**src/rtl/tm1638_pkg.sv**
```systemverilog
// Shared encodings for the TM1638 display sequencer.
// Latency: n/a (constants and types only).
// Backpressure: n/a.
package tm1638_pkg;

    // FSM state encoding
    localparam logic [2:0] ST_IDLE = 3'd0;
    localparam logic [2:0] ST_LOAD = 3'd1;
    localparam logic [2:0] ST_REQ  = 3'd2;
    localparam logic [2:0] ST_ACK  = 3'd3;
    localparam logic [2:0] ST_DONE = 3'd4;

    typedef enum logic [2:0] {
        S_IDLE = ST_IDLE,
        S_LOAD = ST_LOAD,
        S_REQ  = ST_REQ,
        S_ACK  = ST_ACK,
        S_DONE = ST_DONE
    } state_t;

    // Transaction index 0..15 are display writes, 16 is the key read
    localparam logic [4:0] ADDR_KEY_READ = 5'd16;
    localparam int         N_DIGITS      = 8;
    localparam int         N_WRITES      = 16;

endpackage

```
**src/rtl/tm1638_display_ctrl_hex7seg.sv**
```systemverilog
// Hex nibble to seven-segment code (gfedcba, active high).
// Latency: combinational.
// Backpressure: none.
// Ports: nib_i - 4-bit hex value; seg_o - segment code, bit 0 = a.
module hex7seg (
    input  logic [3:0] nib_i,
    output logic [6:0] seg_o
);

    always_comb begin
        seg_o = 7'h00;
        case (nib_i)
            4'h0: seg_o = 7'h3F;
            4'h1: seg_o = 7'h06;
            4'h2: seg_o = 7'h5B;
            4'h3: seg_o = 7'h4F;
            4'h4: seg_o = 7'h66;
            4'h5: seg_o = 7'h6D;
            4'h6: seg_o = 7'h7D;
            4'h7: seg_o = 7'h07;
            4'h8: seg_o = 7'h7F;
            4'h9: seg_o = 7'h6F;
            4'hA: seg_o = 7'h77;
            4'hB: seg_o = 7'h7C;
            4'hC: seg_o = 7'h39;
            4'hD: seg_o = 7'h5E;
            4'hE: seg_o = 7'h79;
            4'hF: seg_o = 7'h71;
            default: seg_o = 7'h00;
        endcase
    end

endmodule

```
**src/rtl/tm1638_display_ctrl.sv**
```systemverilog
// Sequencer feeding a TM1638 driver: 16 display writes then one key read per refresh.
// Latency: strobe 1 cycle after READY seen high; refresh repeats every SCAN_DIV idle clocks.
// Backpressure: waits on DRV_READY before each strobe; holds strobe until READY drops.
// Ports: CLK_IN/RST_IN clock and async active-low reset; EN run enable;
//        HEX_IN/DP_IN/LED_IN display content; KEYS/KEY_VALID key-scan result;
//        DRV_* driver handshake; BUSY high outside IDLE.
module tm1638_display_ctrl
    import tm1638_pkg::*;
#(
    parameter int              CNT_W    = 24,
    parameter logic [CNT_W-1:0] SCAN_DIV = 24'd500000
) (
    input  logic        CLK_IN,
    input  logic        RST_IN,
    input  logic        EN,
    input  logic [31:0] HEX_IN,
    input  logic [7:0]  DP_IN,
    input  logic [7:0]  LED_IN,
    output logic [7:0]  KEYS,
    output logic        KEY_VALID,
    output logic [7:0]  DRV_DATA,
    output logic [3:0]  DRV_ADDR,
    output logic        DRV_WRITE,
    output logic        DRV_READ,
    input  logic        DRV_READY,
    input  logic [7:0]  DRV_KEYS,
    output logic        BUSY
);

    state_t                  state_q, state_d;
    logic [CNT_W-1:0]        cnt_q, cnt_d;
    logic                    first_q, first_d;
    logic [4:0]              idx_q, idx_d;
    logic [4*N_DIGITS-1:0]   hex_q, hex_d;
    logic [N_DIGITS-1:0]     dp_q, dp_d;
    logic [N_DIGITS-1:0]     led_q, led_d;
    logic [7:0]              keys_q, keys_d;
    logic                    kv_q, kv_d;
    logic [7:0]              data_q, data_d;
    logic [3:0]              addr_q, addr_d;
    logic                    wr_q, wr_d;
    logic                    rd_q, rd_d;

    // Digit d sits at addresses 2d (segments) and 2d+1 (LED); digit 0 is the
    // most significant nibble, so its bits are picked with ~d (= 7-d).
    logic [2:0] digit;
    logic [3:0] nib;
    logic [6:0] seg;
    logic [7:0] wdata;

    assign digit = idx_q[3:1];
    assign nib   = hex_q[{~digit, 2'b00} +: 4];

    hex7seg u_hex7seg (
        .nib_i (nib),
        .seg_o (seg)
    );

    assign wdata = idx_q[0] ? {7'b0, led_q[~digit]} : {dp_q[~digit], seg};

    always_comb begin
        state_d = state_q;
        cnt_d   = cnt_q;
        first_d = first_q;
        idx_d   = idx_q;
        hex_d   = hex_q;
        dp_d    = dp_q;
        led_d   = led_q;
        keys_d  = keys_q;
        kv_d    = 1'b0;
        data_d  = data_q;
        addr_d  = addr_q;
        wr_d    = wr_q;
        rd_d    = rd_q;

        case (state_q)
            S_IDLE: begin
                // first_q lets the very first refresh after reset skip the wait
                if (EN) begin
                    if (first_q || (cnt_q == SCAN_DIV - CNT_W'(1))) begin
                        cnt_d   = '0;
                        first_d = 1'b0;
                        state_d = S_LOAD;
                    end else begin
                        cnt_d = cnt_q + CNT_W'(1);
                    end
                end
            end
            S_LOAD: begin
                // Shadow copy keeps one refresh coherent even if inputs move
                hex_d   = HEX_IN;
                dp_d    = DP_IN;
                led_d   = LED_IN;
                idx_d   = '0;
                state_d = S_REQ;
            end
            S_REQ: begin
                if (DRV_READY) begin
                    addr_d = idx_q[3:0];
                    if (idx_q == ADDR_KEY_READ) begin
                        rd_d   = 1'b1;
                        data_d = 8'h00;
                    end else begin
                        wr_d   = 1'b1;
                        data_d = wdata;
                    end
                    state_d = S_ACK;
                end
            end
            S_ACK: begin
                // Driver accepted once READY drops; release the strobe right away
                if (!DRV_READY) begin
                    wr_d    = 1'b0;
                    rd_d    = 1'b0;
                    state_d = S_DONE;
                end
            end
            S_DONE: begin
                if (DRV_READY) begin
                    if (idx_q == ADDR_KEY_READ) begin
                        keys_d  = DRV_KEYS;
                        kv_d    = 1'b1;
                        state_d = S_IDLE;
                    end else begin
                        idx_d   = idx_q + 5'd1;
                        state_d = S_REQ;
                    end
                end
            end
            default: state_d = S_IDLE;
        endcase
    end

    always_ff @(posedge CLK_IN or negedge RST_IN) begin
        if (!RST_IN) begin
            state_q <= S_IDLE;
            cnt_q   <= '0;
            first_q <= 1'b1;
            idx_q   <= '0;
            hex_q   <= '0;
            dp_q    <= '0;
            led_q   <= '0;
            keys_q  <= '0;
            kv_q    <= 1'b0;
            data_q  <= '0;
            addr_q  <= '0;
            wr_q    <= 1'b0;
            rd_q    <= 1'b0;
        end else begin
            state_q <= state_d;
            cnt_q   <= cnt_d;
            first_q <= first_d;
            idx_q   <= idx_d;
            hex_q   <= hex_d;
            dp_q    <= dp_d;
            led_q   <= led_d;
            keys_q  <= keys_d;
            kv_q    <= kv_d;
            data_q  <= data_d;
            addr_q  <= addr_d;
            wr_q    <= wr_d;
            rd_q    <= rd_d;
        end
    end

    assign KEYS      = keys_q;
    assign KEY_VALID = kv_q;
    assign DRV_DATA  = data_q;
    assign DRV_ADDR  = addr_q;
    assign DRV_WRITE = wr_q;
    assign DRV_READ  = rd_q;
    assign BUSY      = (state_q != S_IDLE);

endmodule

```
**config.mk**
```make
export PLATFORM = sky130hd
export DESIGN_NAME = tm1638_display_ctrl
export DESIGN_NICKNAME = d
export VERILOG_FILES = /design/src/rtl/tm1638_pkg.sv /design/src/rtl/tm1638_display_ctrl_hex7seg.sv /design/src/rtl/tm1638_display_ctrl.sv
export SDC_FILE = /design/constraint.sdc
export NUM_CORES = 1
export LEC_CHECK = 0
export ABC_AREA = 0
export CAP_MARGIN = 20
export CORE_MARGIN = 2
export CORE_UTILIZATION = 58
export DETAILED_ROUTE_END_ITERATION = 16
export HOLD_SLACK_MARGIN = 0.08
export MAX_ROUTING_LAYER = met4
export PLACE_DENSITY = 0.86
export SETUP_SLACK_MARGIN = 0.15
export SKIP_LAST_GASP = 1
export SYNTH_ARGS = -nofsm -noshare
export SYNTH_HDL_FRONTEND = slang
export SYNTH_SLANG_ARGS = --single-unit
```
**constraint.sdc**
```tcl
create_clock -name CLK_IN -period 7.83 [get_ports CLK_IN]
set_clock_uncertainty 0.05 [all_clocks]
set_input_delay 1.566 -clock CLK_IN [delete_from_list [all_inputs] [get_ports CLK_IN]]
set_output_delay 1.566 -clock CLK_IN [all_outputs]
set_load 0.02 [all_outputs]
```
==> qor.yml <==
critical_path_class: "flop to output port"
fillers: 600
yosys_register_bits: 104
grt_max_degree: 58
wirelength_mm: 10.7
syn_nets: 513
ys_seq_area_share_pct: 49.8
post-dp-hpwl_mm: 7.54
stdcell_count: 627
synthTopCellsByCount: "103 x dfrtp_1, 58 x nand2_1, 50 x mux2_2, 23 x nor2_1"
synth_ff_type: "dfrtp_1"
worstPathArrival_ps: 1900
core_region_area_sq_um: 8720
post_cts_resize_count: 0
fin_crit_sh_pct: 44.9
yosysMostFrequentCell: "dfrtp_1"
fin_nets: 583
avgSynthCellArea_sq_um: 11.8
routed-wl-met3_microns: 580
start_util_pct: 59.9
yosysTopAreaCell: "dfrtp_1"
wl_per_cell_microns: 17.0
hold_path.class: "flop to flop"
async_flop_share_pct: 100
finalSetupViolCount: 0
slowest_stage: "dfrtp_1"
fin_setup_tns_ps: 0
peakVddDrop_v: 0.000176
htree_levels: 3
max_cap_viol_count: 0
drv_slew: 0
synth_area_sq_um: 5230
ys_warn_count: 0
path_clk_slew_ps: 100
root_buffer: "clkbuf_8"
leakage_nw: 2.67
die-area_sq_um: 9780
vias: 3709
yosysUniqueCellTypes: 55
drt_iter0_drc: 168
cts_tree: "built"
die-width_microns: 98.9
clkSinkCount: 104
cts_setup_buffers: 0
clk_latency_ps: 380
status: "finished, final reports clean"
hold_violations: 0
ctsHoldBuffers: 0
gp_congestion: 0.880
grt_usage_pct: 24.0
ios: 84
tightest_slew_ps: 977
slowest_delay_ps: 560
cpLargestDelayFamily: "flip-flops"
startpoint_type: "flop"
area_delta_synth_final_pct: 20.4
met2_length_mm: 5.26
setup_ws_ps: 4320
relSlewSlack_pct: 34.9
place_inst: 611
via_per_inst: 5.92
grt_pass1_vias: 3792
layout-drive-gt1-share_pct: 17.7
dr.pass1.iters: 4
pre_cts_ws_ps: 4070
clockBufferDepth: 2
met1Wirelength_mm: 4.65
rsz0062_at_grt: "false"
path_buf_inv: 1
fmaxAchievable_mhz: 285
grt-ovfl-total: 0
fin_hold_ws_ps: 431
crit_chain: "or3_1, clkdlybuf4s50_1"
numPortBuffers: 83
drc_errors: 0
yosysTopAreaCellShare_pct: 49.3
final_antenna_net_count: 0
diodes: 0
pwr_density_cell_nw_per_um2: 324
cts_buffers: 9
critPathRequiredTime_ps: 6210
fin_crit_ps: 3510
critPathCaptureType: "output port"
grt_antenna_before_repair: 0
routed.top_layer: "met4"
synthTopCellsByArea: "dfrtp_1 49%, mux2_2 11%, mux4_2 6.0%"
grt_pass1_wl_mm: 18.2
cp_max_fo: 13
synth-edff-count: 0
netlist_instances: 444
die_h_microns: 98.9
row_count: 34
-- layout make-up --
class                      instances  area (sq um)  area share, %
sequential                       104          2600           41.4
multi-input combinational        304          2450           39.0
tap                              108           135           2.15
timing repair buffer              86           851           13.5
clock inverter                     7          87.6           1.39
clock buffer                       9           124           1.97
inverter                           9          33.8          0.537
-- worst paths after layout --
| kind | start | end | slack, ps | depth (start not counted) |
|---|---|---|---|---|
| hold / removal | KEYS[7] | KEYS[7] | 430 | 2 |
| max in group asynchronous | RST_IN | DRV_DATA[3] | 5420 | 2 |
| setup / recovery | state_q[2] | BUSY | 4320 | 2 |
| hold reg to reg | KEYS[7] | KEYS[7] | 430 | 2 |
| setup reg to reg | idx_q[2] | DRV_DATA[0] | 4730 | 5 |
| min in group asynchronous | RST_IN | cnt_q[8] | 1150 | 1 |
-- cells by family after synthesis --
kind of cell	share of synthesized area [%]
AND/OR/NAND/NOR	15.0
flip-flops	49.8
multiplexers	21.5
AO/OA/AOI/OAI	5.48
buffers and inverters	3.30
XOR/XNOR	2.68
adder cells (fa/ha/maj)	2.16
-- sequential cells by signal, summed over array words and instances, names as in the netlist --
signal     count
DRV_DATA       8
dp_q           8
KEYS           8
DRV_WRITE      1
KEY_VALID      1
state_q        3
DRV_ADDR       4
led_q          8
cnt_q         24
first_q        1
hex_q         32
DRV_READ       1
idx_q          5
-- cell usage in the layout, fill, tap and decap left out, types with 2 or more instances in the layout --
master	netlist	routed
nor2_1	23	23
nor3_1	6	6
mux2_2	50	50
xor2_1	9	9
nand2b_1	4	4
clkinv_4	0	3
inv_8	0	2
clkbuf_8	0	9
a311oi_1	2	2
nand4_1	10	10
or3_1	5	5
or4b_1	2	2
mux4_1	2	2
mux2i_1	17	17
xnor2_1	7	7
nand2_1	58	58
and2_1	3	3
a21oi_1	12	12
and4_1	5	5
buf_4	2	4
ha_1	9	9
a21o_1	2	2
nor4b_1	4	4
mux4_2	14	14
o31ai_1	4	4
inv_1	8	8
nand3_1	8	8
and3_1	7	7
a211oi_1	3	3
clkdlybuf4s50_1	0	82
o21ai_0	17	17
o22ai_1	2	2
dfrtp_1	103	103
-- worst min-delay path: stages, from the launching register on --
cell and delay (ps):
dfrtp_1 350, nand2_1 50, nand2_1 60
-- power by group --
group          total (mW)  internal [mW]  switching [mW]
Clock               0.355          0.155           0.200
Combinational       0.833          0.447           0.386
Sequential          0.849          0.715           0.135
-- metrics by stage --
stage	power (mW)	cell area [sq um]	utilization [%]
floorplan	1.45	5230	-
global placement	1.64	6080	69.7
detailed placement	1.69	6080	69.7
CTS	2.05	6290	72.1
global route	2.17	6290	72.1
finish	2.04	6290	72.1
-- per-layer routing --
layer	vias up	global-route usage, %
li1	1734	-
met1	1840	31.3
met2	116	37.8
met3	19	4.61
met4	0	8.96
met5	-	-
(Power assumes the default switching activity.)
